[src/rtl/mod_fifo_pkg.sv]
// mod_fifo_pkg: shared constants and helpers for the FWFT FIFO stage.
// Default width/depth and the occupancy-counter width function.
package mod_fifo_pkg;

  localparam int FIFO_WIDTH_DEF = 8;
  localparam int FIFO_DEPTH_DEF = 4;

  function automatic int fifo_level_w(input int depth);
    return $clog2(depth + 1);
  endfunction

endpackage

[src/rtl/mod_fifo_ram.sv]
// mod_fifo_ram: DEPTH x WIDTH storage, sync write port, async read port.
// Ports: clk, we_i, waddr_i, wdata_i, raddr_i, rdata_o. No reset.
module mod_fifo_ram
  import mod_fifo_pkg::*;
#(
  parameter int WIDTH = FIFO_WIDTH_DEF,
  parameter int DEPTH = FIFO_DEPTH_DEF,
  localparam int AW = $clog2(DEPTH)
) (
  input  logic             clk,
  input  logic             we_i,
  input  logic [AW-1:0]    waddr_i,
  input  logic [WIDTH-1:0] wdata_i,
  input  logic [AW-1:0]    raddr_i,
  output logic [WIDTH-1:0] rdata_o
);

  logic [WIDTH-1:0] mem_q [DEPTH];

  always_ff @(posedge clk) begin
    if (we_i) begin
      mem_q[waddr_i] <= wdata_i;
    end
  end

  assign rdata_o = mem_q[raddr_i];

endmodule

[src/rtl/mod_fifo_stage.sv]
// mod_fifo_stage: first-word-fall-through FIFO, valid/ready on both sides.
// Ports: clk, rst_n, flush, in_*/out_* handshakes, data_in/out, level, afull.
module mod_fifo_stage
  import mod_fifo_pkg::*;
#(
  parameter int WIDTH = FIFO_WIDTH_DEF,
  parameter int DEPTH = FIFO_DEPTH_DEF,
  parameter int AFULL = 3,
  localparam int AW = $clog2(DEPTH),
  localparam int LW = fifo_level_w(DEPTH)
) (
  input  logic             clk,
  input  logic             rst_n,
  input  logic             flush,
  input  logic             in_valid,
  output logic             in_ready,
  input  logic [WIDTH-1:0] data_in,
  output logic             out_valid,
  input  logic             out_ready,
  output logic [WIDTH-1:0] data_out,
  output logic [LW-1:0]    level,
  output logic             afull
);

  logic [AW-1:0] wr_ptr_q, wr_ptr_d;
  logic [AW-1:0] rd_ptr_q, rd_ptr_d;
  logic [LW-1:0] count_q, count_d;
  logic          push, pop, full;

  assign full      = (count_q == LW'(DEPTH));
  // in_ready is a function of registered state and flush only
  assign in_ready  = !full && !flush;
  assign out_valid = (count_q != '0);
  assign push      = in_valid && in_ready;
  // a pop during flush is discarded
  assign pop       = out_valid && out_ready && !flush;
  assign level     = count_q;
  assign afull     = (count_q >= LW'(AFULL));

  mod_fifo_ram #(
    .WIDTH(WIDTH),
    .DEPTH(DEPTH)
  ) u_ram (
    .clk    (clk),
    .we_i   (push),
    .waddr_i(wr_ptr_q),
    .wdata_i(data_in),
    .raddr_i(rd_ptr_q),
    .rdata_o(data_out)
  );

  always_comb begin
    wr_ptr_d = wr_ptr_q;
    rd_ptr_d = rd_ptr_q;
    count_d  = count_q;
    if (flush) begin
      wr_ptr_d = '0;
      rd_ptr_d = '0;
      count_d  = '0;
    end else begin
      if (push) wr_ptr_d = wr_ptr_q + AW'(1);
      if (pop)  rd_ptr_d = rd_ptr_q + AW'(1);
      unique case ({push, pop})
        2'b10:   count_d = count_q + LW'(1);
        2'b01:   count_d = count_q - LW'(1);
        default: count_d = count_q;
      endcase
    end
  end

  always_ff @(posedge clk or negedge rst_n) begin
    if (!rst_n) begin
      wr_ptr_q <= '0;
      rd_ptr_q <= '0;
      count_q  <= '0;
    end else begin
      wr_ptr_q <= wr_ptr_d;
      rd_ptr_q <= rd_ptr_d;
      count_q  <= count_d;
    end
  end

endmodule

[config.mk]
export PLATFORM = sky130hd
export DESIGN_NAME = mod_fifo_stage
export DESIGN_NICKNAME = d
export VERILOG_FILES = /design/src/rtl/mod_fifo_pkg.sv /design/src/rtl/mod_fifo_ram.sv /design/src/rtl/mod_fifo_stage.sv
export SDC_FILE = /design/constraint.sdc
export NUM_CORES = 1
export LEC_CHECK = 0
export CORE_MARGIN = 5
export CORE_UTILIZATION = 45
export CTS_CLUSTER_SIZE = 30
export DETAILED_ROUTE_END_ITERATION = 10
export GPL_TIMING_DRIVEN = 0
export HOLD_SLACK_MARGIN = 0.03
export PLACE_DENSITY = 0.78
export SKIP_CTS_REPAIR_TIMING = 1
export SYNTH_ARGS = -nofsm -noshare
export SYNTH_HDL_FRONTEND = slang
export SYNTH_SLANG_ARGS = --single-unit
[constraint.sdc]
create_clock -name clk -period 4.4 [get_ports clk]
set_input_delay 0.88 -clock clk [delete_from_list [all_inputs] [get_ports clk]]
set_output_delay 0.88 -clock clk [all_outputs]
set_load 0.03 [all_outputs]
==> out/qor.csv, run 1 <==
stage;metric;value;unit
global_route;track_usage;0.127;
die;die_h;71.1;um
timing;fin_crit_sh;0.765;
die;die_w;71.1;um
worst_setup_path;cp_max_fo;10;
drt;remaining_drc_errors;0;
layout;final_common_cell;edfxtp_1;
yosys;syn-num-nets;115;
yosys;synth-simple-area-share;0.0714;
worst_setup_path;crit_family;buffers and inverters;
min_path;hold_depth;2;
timing;period_needed;3370;ps
layout;diodes;0;
layout;area_growth;23.8;%
worst_setup_path;timing.rr.start;level[1];
timing;tightest_slew;591;ps
cts;htreeDepth;2;
yosys;yosysTopAreaCell;edfxtp_1;
placement;hpwlAfterDp;2.01;mm
yosys;synth_fa_ha_area_frac;0.0417;
drt;wl_per_cell;15.6;um
drt;vias;906;
global_route;antenna_found_initial;0;
cts;cts_tree;yes;
global_route;grt_pass1_wl;4.82;mm
yosys;syn_inst;97;
pwr;powerDensity;538;nW/um^2
worst_setup_path;end_kind;output port;
min_path;holdCritPathClass;reg -> reg;
yosys;synth_area;1680;sq um
worst_setup_path;crit_chain;clkdlybuf4s50_1, clkbuf_1, a21oi_1, clkdlybuf4s50_1;
layout;nFillCells;311;
run_status;outcome;finished, final reports clean;
die;row_count;22;
cts;cts_buffers;5;
yosys;postSynthAreaPerCell;17.3;sq um
timing;final-setup-viol-count;0;
cts;cts_root_buffer;clkbuf_8;
worst_setup_path;reg2regPathDepth;6;
pwr;p_leak;0.728;nW
layout;fin_nets;148;
worst_setup_path;worst-setup-path-type;in -> out;
drt;drt_wl_total;2.80;mm
worst_setup_path;required;3520;ps
layout;final_cells;179;
timing;fin_tns_setup;0;ps
timing;max_freq;297;MHz
global_route;grt_pass1_vias;992;
yosys;synth_compound_gate_area_share;0.0432;
die;start_util;0.463;
drt;drtAntennaViolNets;0;
cts;clk_path_buf_depth;2;
layout;regArea;1140;sq um
yosys;synth_top_family_by_area;multiplexers;
worst_setup_path;path_depth;4;
placement;gp_congestion;0.702;
timing;hold_viol_final;0;
placement;placed_cells_incl_taps;171;
cts;clk_latency;290;ps
global_route;grt_max_degree;12;
layout;multi_input_area;507;sq um
yosys;synth_warnings;0;
worst_setup_path;crit_path_top_delay_cell;clkdlybuf4s50_1;
worst_setup_path;start_kind;primary input;
worst_setup_path;cp-startpoint;flush;
worst_setup_path;cp.arrival;2490;ps
pwr;ir_drop;0.370;mV
layout;finalCoreUtilization;0.573;
yosys;synth_top_cell_area_share;0.571;
yosys;synth_xor_area_frac;0.0253;
worst_setup_path;r2r_slack;2460;ps
drt;drt_iter0_drc;83;
timing;grt_setup_unrepaired;false;
worst_setup_path;cp_num_buf_inv;3;
yosys;muxShareOfSynthArea;0.120;
timing;finalMaxSlewViolations;0;
drt;first_pass_iters;4;
die;io_pins;27;
layout;layout_common_cells;edfxtp_1, clkdlybuf4s50_1, mux4_2, dfrtp_1;
global_route;overflow;0;
die;dieArea;5060;sq um
flow_run;drv_cap;0;
worst_setup_path;cpPeakStageDelay;690;ps
pwr;total_power;0.00112;W
yosys;ys_ff_latch;39;
cts;clock_sinks;39;
placement;port_buffers;26;
min_path;hold_start;wr_ptr_q[0];
layout;drive_gt1_frac;0.153;
worst_setup_path;cp_common_cell;clkdlybuf4s50_1;
drt;via_per_inst;5.06;
timing;relSlewSlack;0.606;
yosys;ys_types;33;
yosys;synthTopCellsByArea;edfxtp_1, mux4_2, dfrtp_1, ha_1, and2_1;
timing;skew;2.34;ps
die;core_area;3630;sq um
yosys;yosysSeqAreaShare;0.676;
cts;cts.clk_slew.worst_paths;70;ps
[per-stage QoR]
step	setup slack, ps	hold WS [ps]	cell area (sq um)
5_1_grt	931	648	2080
6_report	1030	609	2080
3_3_place_gp	1060	582	2000
2_1_floorplan	1970	562	1680
4_1_cts	1030	620	2080
3_5_place_dp	1050	605	2000
[power by group]
| part | internal, W | total [W] | switching, W | leakage, nW |
|---|---|---|---|---|
| Sequential | 0.000436 | 0.000461 | 0.0000251 | 0.385 |
| Combinational | 0.000198 | 0.000436 | 0.000238 | 0.303 |
| Clock | 0.000108 | 0.000222 | 0.000114 | 0.0403 |
| Total | 0.000742 | 0.00112 | 0.000377 | 0.728 |
[path summary, 6_finish.rpt]
path	endpoint
max	in_ready
min	wr_ptr_q[0]
max reg2reg	level[2]
min reg2reg	wr_ptr_q[0]
max in group asynchronous	wr_ptr_q[0]
min in group asynchronous	level[0]
[tightest hold or removal path, stage by stage, from the launching register on]
cell,delay (ps)
dfrtp_1,410
xnor2_1,90
nor2_1,70
[kinds of logic (layout without fill, tap and decap cells)]
group,count (synthesis),count (layout)
adders and majority gates,5,5
xor gates and xnor gates,4,4
AOI/OAI and AO/OA,10,10
muxes,10,10
buffers and inverters,8,42
DFF,39,39
and+or+nand+nor,21,21
[sequential cells by signal, summed over array words and instances (netlist names)]
name and cells:
wr_ptr_q 2, rd_ptr_q 2, level 3, u_ram.mem_q 32
[Yosys cell counts]
library cell / n
edfxtp_1: 32
mux4_2: 8
dfrtp_1: 7
nor2_1: 5
and2_1: 4
ha_1: 4
inv_1: 4
a21oi_1: 3
nand2_1: 3
nand2b_1: 2
o21ai_0: 2
xor2_1: 2
a211oi_4: 1
a31oi_1: 1
buf_1: 1
buf_2: 1
buf_6: 1
clkbuf_1: 1
fa_1: 1
mux2_1: 1
mux2i_1: 1
nand2_4: 1
nand3_1: 1
nor2_2: 1
nor2b_1: 1
nor3_1: 1
nor3b_1: 1
o21a_1: 1
o22ai_1: 1
o31ai_1: 1
or3_4: 1
xnor2_1: 1
xor2_2: 1
[layer usage]
layer  global-route usage  share of wire  up-vias
li1                     -              -      429
met1                0.151           0.43      436
met2                0.209           0.49       34
met3               0.0526          0.059        7
met4               0.0438          0.017        0
met5                    0              0        -
[cell type report]
cell class / count / share of cell area
Buffer: 4 / 0.0114
Clock buffer: 6 / 0.0349
Multi-Input combinational cell: 50 / 0.243
Timing Repair Buffer: 26 / 0.125
Inverter: 4 / 0.00721
Sequential cell: 39 / 0.546
Clock inverter: 2 / 0.00361
Tap cell: 48 / 0.0288
No activity file was read; power rests on OpenSTA's default activity.
==> run 2, diff against run 1 <==
==> constraint.sdc (replaced) <==
create_clock -name clk -period 3.2 [get_ports clk]
set_input_delay 0.64 -clock clk [delete_from_list [all_inputs] [get_ports clk]]
set_output_delay 0.64 -clock clk [all_outputs]
set_load 0.03 [all_outputs]
==> results of run 2 <==
Same layout as run 1 (identical final DEF). Status: finished, final reports clean.
Main changes from that run: setup slack after placement 1050 ps -> 331 ps; setup slack after layout 1030 ps -> 313 ps; register-to-register setup slack 2460 ps -> 1260 ps; total power 0.00112 W -> 0.00154 W; worst IR drop on VDD 0.370 mV -> 0.508 mV
==> run 3, diff against run 2 <==
--- a/config.mk
+++ b/config.mk
@@ -5,7 +5,7 @@
 export SDC_FILE = /design/constraint.sdc
 export NUM_CORES = 1
 export LEC_CHECK = 0
-export CORE_MARGIN = 5
+export CORE_MARGIN = 2
 export CORE_UTILIZATION = 45
 export CTS_CLUSTER_SIZE = 30
 export DETAILED_ROUTE_END_ITERATION = 10
==> run 3 against run 2 <==
Net effect:
- utilization is 0.10 points higher
- clock-buffer cell count decreased by 1
- first-iteration DRC count shrank 51%
- sequential cell count is the same
- setup slack lost 15 ps
- register-to-register slack better by 20 ps
- critical path type unchanged
- critical endpoint unchanged
- largest power group unchanged
==> out/qor.csv, run 3 (same netlist as run 1, synthesis figures left out) <==
stage;metric;value;unit;change
timing;max_freq;345;MHz;was 346 MHz
layout;final_common_cell;edfxtp_1;;unchanged
timing;finalMaxSlewViolations;0;;unchanged
timing;setup_ws;299;ps;was 313 ps
cts;clock_sinks;39;;unchanged
drt;via_per_inst;5.08;;was 5.06
pwr;p_sw_frac;0.338;;was 0.337
layout;nFillCells;302;;was 311
drt;wl_per_cell;15.0;um;was 15.6 um
die;io_pins;27;;unchanged
run_status;outcome;finished, final reports clean;;unchanged
worst_setup_path;r2r_slack;1280;ps;was 1260 ps
worst_setup_path;cp-startpoint;flush;;unchanged
cts;cts_tree;yes;;unchanged
pwr;internal_power;0.00102;W;about the same
worst_setup_path;start_kind;primary input;;unchanged
pwr;seq_power_share;0.412;;about the same
layout;top_register;u_ram.mem_q;;unchanged
global_route;antenna_found_initial;0;;unchanged
worst_setup_path;cp_common_cell;clkdlybuf4s50_1;;unchanged
pwr;pwr-share-clk;0.201;;was 0.198
die;row_count;22;;unchanged
drt;remaining_drc_errors;0;;unchanged
layout;fin_nets;148;;unchanged
pwr;powerDensity;737;nW/um^2;was 739 nW/um^2
min_path;holdCritPathClass;reg -> reg;;unchanged
worst_setup_path;reg2reg_to;level[2];;unchanged
worst_setup_path;crit_chain;clkdlybuf4s50_1, clkbuf_1, a21oi_1, clkdlybuf4s50_1;;unchanged
worst_setup_path;cpPeakStageDelay;610;ps;was 690 ps
timing;tightest_slew;589;ps;was 591 ps
layout;final_cells;179;;unchanged
pwr;ir_drop;0.446;mV;was 0.508 mV
timing;period_needed;2900;ps;was 2890 ps
placement;gp_congestion;0.729;;was 0.702
layout;layout_common_cells;edfxtp_1, clkdlybuf4s50_1, mux4_2, dfrtp_1;;unchanged
timing;relSlewSlack;0.608;;was 0.606
timing;hold_viol_final;0;;unchanged
placement;dp_slack;298;ps;was 331 ps
timing;final-setup-viol-count;0;;unchanged
placement;placed_cells_incl_taps;171;;unchanged
worst_setup_path;crit_end;in_ready;;unchanged
die;die_h;65.1;um;was 71.1 um
drt;drt_iter0_drc;41;;was 83
cts;clk_latency;290;ps;about the same
die;start_util;0.463;;unchanged
timing;grt_setup_unrepaired;false;;unchanged
timing;skew;6.50;ps;was 2.34 ps
cts;cts_buffers;5;;unchanged
pwr;p_comb_frac;0.387;;was 0.390
worst_setup_path;cp.arrival;2260;ps;was 2250 ps
worst_setup_path;timing.rr.start;level[0];;was level[1]
global_route;track_usage;0.152;;was 0.127
global_route;grt_pass1_vias;985;;was 992
drt;drtAntennaViolNets;0;;unchanged
layout;area_growth;24.0;%;was 23.8%
cts;cts_root_buffer;clkbuf_8;;unchanged
cts;cts.clk_slew.worst_paths;70;ps;about the same
placement;hpwlAfterDp;1.93;mm;was 2.01 mm
drt;drt_wl_total;2.69;mm;was 2.80 mm
drt;vias;909;;was 906
global_route;grt_pass1_wl;4.55;mm;was 4.82 mm
worst_setup_path;worst-setup-path-type;in -> out;;unchanged
worst_setup_path;reg2regPathDepth;6;;unchanged
worst_setup_path;crit_path_top_delay_cell;clkdlybuf4s50_1;;unchanged
worst_setup_path;end_kind;output port;;unchanged
placement;port_buffers;26;;unchanged
timing;fin_tns_setup;0;ps;unchanged
worst_setup_path;cp_max_fo;10;;unchanged
cts;clk_path_buf_depth;2;;unchanged
layout;drive_gt1_frac;0.176;;was 0.153
timing;fin_crit_sh;0.907;;was 0.902
global_route;overflow;0;;unchanged
worst_setup_path;required;2560;ps;about the same
layout;largest_register_ff_count;32;;unchanged
drt;first_pass_iters;3;;was 4
layout;diodes;0;;unchanged
flow_run;drv_cap;0;;unchanged
pwr;netSwitchingPower;0.000519;W;about the same
die;dieArea;4240;sq um;was 5060 sq um
cts;htreeDepth;2;;unchanged
die;die_w;65.1;um;was 71.1 um
die;core_area;3630;sq um;unchanged
pwr;p_leak;0.735;nW;was 0.728 nW
global_route;grt_max_degree;13;;was 12
-- run 3: changes by cell type in the layout (fill, tap and decap cells not counted) --
cell	delta
clkbuf_1	-1
clkinv_1	-2
clkinv_2	+3
-- run 3: layout make-up --
cell class / count / area, sq um / area share
plain buffers: 4 / 23.8 / 0.0114
clock buffers: 5 / 68.8 / 0.0330
clock inverters: 3 / 15.0 / 0.00720
inverters: 4 / 15.0 / 0.00720
multi-input cells: 50 / 507 / 0.243
flip-flops and latches: 39 / 1140 / 0.545
well taps: 48 / 60.1 / 0.0288
repair buffers: 26 / 260 / 0.125
-- run 3: metrics by stage --
stage          instance area, sq um  utilization  total power, W  hold WS [ps]
6_report                       2090        0.574         0.00154           620
5_1_grt                        2090        0.574         0.00162           629
4_1_cts                        2090        0.574         0.00156           626
3_5_place_dp                   2000        0.551         0.00125           615
3_3_place_gp                   2000        0.551         0.00123           591
2_1_floorplan                  1680            -         0.00105           344
-- run 3: per-layer routing --
metal  track usage  up-vias  part of all wire
met4        0.0625        0             0.019
met5             0        -                 0
met2         0.260       27              0.53
li1              -      428                 -
met1         0.176      449              0.40
met3        0.0514        5             0.053
-- run 3: how the worst min path moves through the flow --
stage | slack, ps | startpoint | depth (start not counted) | to
floorplan | 340 | rst_n | 0 | level[0]
global placement | 590 | wr_ptr_q[0] | 2 | wr_ptr_q[0]
detailed placement | 620 | wr_ptr_q[1] | 2 | wr_ptr_q[1]
CTS | 630 | rst_n | 1 | level[0]
global route | 630 | rst_n | 1 | level[2]
finish | 620 | wr_ptr_q[1] | 2 | wr_ptr_q[1]
-- run 3: power groups by stage --
stage | clock [W] | combinational [W] | sequential [W]
2_1_floorplan | 0 | 0.000382 | 0.000663
3_3_place_gp | 0 | 0.000590 | 0.000642
3_5_place_dp | 0 | 0.000601 | 0.000645
4_1_cts | 0.000318 | 0.000603 | 0.000635
5_1_grt | 0.000335 | 0.000640 | 0.000643
6_report | 0.000309 | 0.000595 | 0.000634
-- run 3: worst max-delay path, delay by kind of cell --
kind,cells,cell delay (ps)
buffers and inverters,3,1540
AO/OA/AOI/OAI,1,80
